**config.mk**
```make
export PLATFORM = sky130hd
export DESIGN_NAME = ncap_irq_bridge
export DESIGN_NICKNAME = d
export VERILOG_FILES = /design/src/rtl/ncap_irq_bridge.sv
export SDC_FILE = /design/constraint.sdc
export NUM_CORES = 1
export LEC_CHECK = 0
export ABC_AREA = 1
export BUFFER_PORTS_ARGS = -buffer_cell sky130_fd_sc_hd__buf_2
export CORE_ASPECT_RATIO = 1.2
export CORE_MARGIN = 5
export CORE_UTILIZATION = 64
export DETAILED_ROUTE_END_ITERATION = 16
export HOLD_SLACK_MARGIN = 0.15
export PLACE_DENSITY = 0.89
export SYNTH_ARGS = -nofsm -noshare
export SYNTH_HDL_FRONTEND = slang
export SYNTH_SLANG_ARGS = --single-unit
export TNS_END_PERCENT = 30
```
**constraint.sdc**
```tcl
create_clock -name clk -period 2.4 [get_ports clk]
set_input_delay 0.6 -clock clk [delete_from_list [all_inputs] [get_ports clk]]
set_output_delay 0.6 -clock clk [all_outputs]
set_load 0.005 [all_outputs]
```
**src/rtl/ncap_irq_bridge.sv**
```systemverilog
// ncap_irq_bridge: holds NCAP power-state events pending and delivers them to the host IRQ port.
// Optional ack watchdog is built when NCAP_IRQ_ACK_TIMEOUT_EN is defined.
module ncap_irq_bridge #(
    parameter int CNT_W       = 16,
    parameter int ACK_TIMEOUT = 1024
) (
    input  logic             clk,
    input  logic             rst,
    input  logic             enable,
    input  logic             interrupt,
    input  logic             interrupt_type,
    input  logic [31:0]      holdoff,
    output logic             irq_req,
    output logic             irq_vector,
    input  logic             irq_ack,
    output logic [1:0]       cause,
    input  logic [1:0]       cause_clr,
    output logic [CNT_W-1:0] coalesce_count,
    output logic             ack_timeout_err
);
    // state | meaning
    // IDLE  | waiting for a pending event (and enable) to issue
    // REQ   | irq_req asserted, waiting for irq_ack
    // HOLD  | post-delivery holdoff countdown
    typedef enum logic [1:0] {
        IDLE = 2'd0,
        REQ  = 2'd1,
        HOLD = 2'd2
    } state_t;

    state_t           state, state_nxt;
    logic             pend_hi, pend_lo, pend_hi_nxt, pend_lo_nxt;
    logic [31:0]      hold_cnt, hold_cnt_nxt;
    logic             irq_req_nxt, irq_vector_nxt;
    logic [1:0]       cause_nxt;
    logic [CNT_W-1:0] coal_nxt;
    logic             coal_hit, take_hi, take_lo, leave_req, repend;
    logic             capture;

    if (ACK_TIMEOUT < 1) begin : g_bad_param
        $error("ACK_TIMEOUT must be at least 1");
    end

`ifdef NCAP_IRQ_ACK_TIMEOUT_EN
    localparam int TO_W = (ACK_TIMEOUT > 1) ? $clog2(ACK_TIMEOUT) : 1;
    logic [TO_W-1:0] to_cnt, to_cnt_nxt;
    logic            to_err_nxt;
`endif

    assign capture = enable & interrupt;

    always_comb begin
        state_nxt      = state;
        hold_cnt_nxt   = hold_cnt;
        irq_req_nxt    = irq_req;
        irq_vector_nxt = irq_vector;
        cause_nxt      = cause & ~cause_clr;
        take_hi        = 1'b0;
        take_lo        = 1'b0;
        leave_req      = 1'b0;
        repend         = 1'b0;
        coal_hit       = 1'b0;
`ifdef NCAP_IRQ_ACK_TIMEOUT_EN
        to_cnt_nxt     = to_cnt;
        to_err_nxt     = ack_timeout_err;
`endif
        case (state)
            IDLE: begin
                if (enable && (pend_hi || pend_lo)) begin
                    state_nxt      = REQ;
                    irq_req_nxt    = 1'b1;
                    irq_vector_nxt = pend_hi;
                    take_hi        = pend_hi;
                    take_lo        = ~pend_hi;
`ifdef NCAP_IRQ_ACK_TIMEOUT_EN
                    to_cnt_nxt     = TO_W'(ACK_TIMEOUT - 1);
`endif
                end
            end
            REQ: begin
                if (irq_ack) begin
                    irq_req_nxt = 1'b0;
                    leave_req   = 1'b1;
                    if (irq_vector) cause_nxt[1] = 1'b1;
                    else            cause_nxt[0] = 1'b1;
                end
`ifdef NCAP_IRQ_ACK_TIMEOUT_EN
                else if (to_cnt == '0) begin
                    irq_req_nxt = 1'b0;
                    leave_req   = 1'b1;
                    to_err_nxt  = 1'b1;
                    repend      = 1'b1;
                end else begin
                    to_cnt_nxt = to_cnt - 1'b1;
                end
`endif
            end
            HOLD: begin
                if (hold_cnt == '0) state_nxt = IDLE;
                else                hold_cnt_nxt = hold_cnt - 32'd1;
            end
            default: state_nxt = IDLE;
        endcase

        // The IDLE cycle before the next req is the last holdoff cycle, so HOLD covers holdoff-1.
        if (leave_req) begin
            if (holdoff <= 32'd1) begin
                state_nxt    = IDLE;
                hold_cnt_nxt = '0;
            end else begin
                state_nxt    = HOLD;
                hold_cnt_nxt = holdoff - 32'd2;
            end
        end

        pend_hi_nxt = pend_hi & ~take_hi;
        pend_lo_nxt = pend_lo & ~take_lo;
        if (capture) begin
            if (interrupt_type) begin
                if (pend_hi) begin
                    coal_hit = 1'b1;
                end else begin
                    pend_hi_nxt = 1'b1;
                    if (pend_lo) begin
                        pend_lo_nxt = 1'b0;
                        coal_hit    = 1'b1;
                    end
                end
            end else begin
                if (pend_lo) begin
                    coal_hit = 1'b1;
                end else begin
                    pend_lo_nxt = 1'b1;
                    if (pend_hi) begin
                        pend_hi_nxt = 1'b0;
                        coal_hit    = 1'b1;
                    end
                end
            end
        end
        if (repend) begin
            if (irq_vector) pend_hi_nxt = 1'b1;
            else            pend_lo_nxt = 1'b1;
        end

        coal_nxt = coalesce_count;
        if (coal_hit && (coalesce_count != '1)) coal_nxt = coalesce_count + 1'b1;
    end

    always_ff @(posedge clk) begin
        if (rst) begin
            state          <= IDLE;
            pend_hi        <= 1'b0;
            pend_lo        <= 1'b0;
            hold_cnt       <= '0;
            irq_req        <= 1'b0;
            irq_vector     <= 1'b0;
            cause          <= 2'b00;
            coalesce_count <= '0;
        end else begin
            state          <= state_nxt;
            pend_hi        <= pend_hi_nxt;
            pend_lo        <= pend_lo_nxt;
            hold_cnt       <= hold_cnt_nxt;
            irq_req        <= irq_req_nxt;
            irq_vector     <= irq_vector_nxt;
            cause          <= cause_nxt;
            coalesce_count <= coal_nxt;
        end
    end

`ifdef NCAP_IRQ_ACK_TIMEOUT_EN
    always_ff @(posedge clk) begin
        if (rst) begin
            to_cnt          <= '0;
            ack_timeout_err <= 1'b0;
        end else begin
            to_cnt          <= to_cnt_nxt;
            ack_timeout_err <= to_err_nxt;
        end
    end
`else
    assign ack_timeout_err = 1'b0;
`endif

endmodule

```
==> reports/qor.yml <==
clocking:
  cts_setup_buffers: 0
  root_buffer: "clkbuf_8"
  postCtsHoldBufs: 0
  cts.sinks: 56
  post_cts_resized: 0
  tritoncts.num_buffers: 5
  tritoncts: "built"
  clk_transition_reported_paths_ns: 0.12
  cts_max_level: 2
  cts_buffer_depth: 2
  clk_latency_ns: 0.33
setup_path:
  regToRegSetupSlack_ns: 0.34
  cp.arrival_ns: 2.29
  cp_num_cells: 12
  slowest_delay_ns: 0.32
  cp_num_buf_inv: 4
  setup.worst_path.end: "hold_cnt[25]$_SDFFE_PP0P_"
  critical-path-top-delay-family: "simple AND/OR/NAND/NOR gates"
  startpoint: "hold_cnt[0]$_SDFFE_PP0P_"
  cp-start-kind: "flop"
  rr_endpoint: "hold_cnt[25]$_SDFFE_PP0P_"
  end_kind: "flop"
  cp_data_required_time_ns: 2.64
  r2r_start: "hold_cnt[0]$_SDFFE_PP0P_"
  critPathSlowestCell: "buf_4"
  path_cells: "inv_1 > ha_1 > inv_1 > nor2_1 > nand3_1 > nor2_2 > nand2_2 > nand2_4 > buf_4 > a21oi_1 > nand2_1 > inv_1"
  reg2reg_depth: 12
  path_common_cell: "inv_1"
  path_max_fanout: 22
  critical_path_class: "flop to flop"
timing:
  skew_ns: 0.0158
  setup_viol: 0
  holdWs_ns: 0.475
  fmax_mhz: 487
  hold_viol: 0
  period_needed_ns: 2.06
  grt_setup_unrepaired: "no"
  slew_violations: 0
  setup_slack_ns: 0.345
  min_period_over_period_pct: 85.6
  tns_ns: 0
run:
  max_cap_violations: 0
final_layout:
  seqCellArea_um2: 1120
  layout-drive-gt1-share_pct: 11.0
  nets: 914
  fillers: 652
  area_delta_synth_final_pct: 8.80
  post_layout_nonfiller_instances: 958
  antennaDiodeCount: 0
  multiInputGateArea_um2: 2940
floorplanning:
  core_area_um2: 6900
  rows: 33
  start_util_pct: 66.4
  io_pins: 61
  die_w_um: 87.2
  dieHeight_um: 103
  dieArea_um2: 8950
route:
  avgRoutedWirePerCell_um: 13.9
  route.detailed.drc: 0
  dr.pass1.iters: 5
  antenna_left: 0
  via_per_inst: 5.52
  drt-initial-drc-count: 475
  vias: 5291
  wirelength_mm: 13.3
power:
  p_seq_share_pct: 30.2
  clkPwrFrac_pct: 16.1
  p_leak_nw: 2.51
  max-vdd-ir-drop_v: 0.000519
  combPwrFrac_pct: 53.7
  p_total_w: 0.00356
  p_switching_w: 0.00170
  powerDensity_nw_per_um2: 714
  internal-power_w: 0.00185
  p_sw_share_pct: 47.9
synth:
  synth_edf_count: 0
  yosys_warnings: 0
  synth_area_leaders: "dfxtp_1 24%, nand2_1 19%, nor2_1 16%, inv_1 7.8%, nand3_1 6.9%"
  synth_cell_types: 33
  synth-seq-cells: 56
  synthFlopType: "dfxtp_1"
  ys_seq_area_share_pct: 24.5
  synth_top_area_cell: "dfxtp_1"
  synth.avg_cell_area_um2: 5.60
  syn-cell-area_um2: 4580
  synth_top_area_share_pct: 24.5
  async_flop_share_pct: 0
  syn_inst: 818
  syn_nets: 862
place:
  dp_cells: 950
  placement.io_buffers: 59
  dp_hpwl_mm: 10.5
  routabilityCongestion: 0.989
  dpl_worst_slack_ns: 0.206
global_route:
  antenna_found_initial: 0
  grt_pass1_vias: 4875
  overflow: 0
  grt_pass1_wl_mm: 22.2
  grt_max_degree: 28
  grtUsageTotal_pct: 30.7
run_status:
  status: "finished, final reports clean"
hold_path:
  holdCritPathClass: "flop to flop"
## worst min-delay path by stage
stage,startpoint,to,slack [ns],cells past startpoint
after floorplan,cause[1]$_SDFF_PP0_,cause[1]$_SDFF_PP0_,0.46,2
after global placement,cause[1]$_SDFF_PP0_,cause[1]$_SDFF_PP0_,0.45,2
after detailed placement,irq_req$_SDFFE_PP0P_,irq_req$_SDFFE_PP0P_,0.46,2
after CTS,irq_req$_SDFFE_PP0P_,irq_req$_SDFFE_PP0P_,0.47,2
after global routing,irq_req$_SDFFE_PP0P_,irq_req$_SDFFE_PP0P_,0.50,2
final,irq_req$_SDFFE_PP0P_,irq_req$_SDFFE_PP0P_,0.47,2
## worst register-to-register path, cell delays in order, from the launching register on
cell,delay (ns)
dfxtp_1,0.31
inv_1,0.12
ha_1,0.17
inv_1,0.04
nor2_1,0.15
nand3_1,0.15
nor2_2,0.15
nand2_2,0.11
nand2_4,0.22
buf_4,0.32
a21oi_1,0.11
nand2_1,0.09
inv_1,0.04
## cell usage in the layout (no fill, tap or decap), drive strengths merged
cell	count
o221ai	2
nand4	7
nor3b	3
buf	66
clkinv	2
xnor2	8
a21oi	33
nand3b	2
clkbuf	5
nand2	240
clkinvlp	1
nor3	11
o21ai	34
nand3	64
and2	2
nor2	203
o211ai	1
inv	98
conb	1
o21a	1
ha	4
dfxtp	56
xor2	23
o21bai	4
## power groups by stage
| stage | logic (W) | clock network, W | registers (W) |
|---|---|---|---|
| 2_1_floorplan | 0.00146 | 0 | 0.00107 |
| 4_1_cts | 0.00187 | 0.000574 | 0.00107 |
| 3_3_place_gp | 0.00180 | 0 | 0.00109 |
| 6_report | 0.00191 | 0.000573 | 0.00107 |
| 5_1_grt | 0.00218 | 0.000610 | 0.00108 |
| 3_5_place_dp | 0.00186 | 0 | 0.00109 |
## state kept, by name, summed over array words and instances, names as in the netlist
register	flops
cause	2
coalesce_count	16
hold_cnt	32
irq_req	1
irq_vector	1
pend_hi	1
pend_lo	1
state	2
## logic make-up after synthesis
group	after synthesis	share of synthesized area, %
compound gates	75	8.69
xor+xnor	31	5.93
fa+ha+maj	4	1.09
buf+inv	119	11.4
flops	56	24.5
other cells	1	0.0819
simple gates	532	48.4
## cells in the mapped netlist (all sizes together), types with 6 or more instances
master	n
buf	15
nand4	7
o21ai	34
a21oi	33
xor2	23
dfxtp	56
nand3	64
nor2	203
inv	97
clkbuf	6
nand2	240
xnor2	8
nor3	11
## layer usage
| layer | GRT usage, % | part of all wire [%] | wire, um |
|---|---|---|---|
| met1 | 39.8 | 42 | 5600 |
| met5 | 0 | 0 | 0 |
| met4 | 10.9 | 2.5 | 331 |
| met3 | 3.52 | 7.5 | 996 |
| met2 | 52.7 | 48 | 6420 |
## cell type report
class,count,area share (%)
clock buffers,5,1.38
clock inverters,3,0.552
inverters,98,7.43
multi-input cells,643,59.0
flip-flops and latches,56,22.5
well taps,87,2.18
repair buffers,66,6.98
## metrics by stage
step	cell area (um2)	utilization [%]
after global routing	4980	72.3
after detailed placement	4890	70.9
after floorplan	4580	-
final	4980	72.3
after global placement	4890	70.9
after CTS	4980	72.3
No activity file was read; power rests on OpenSTA's default activity.
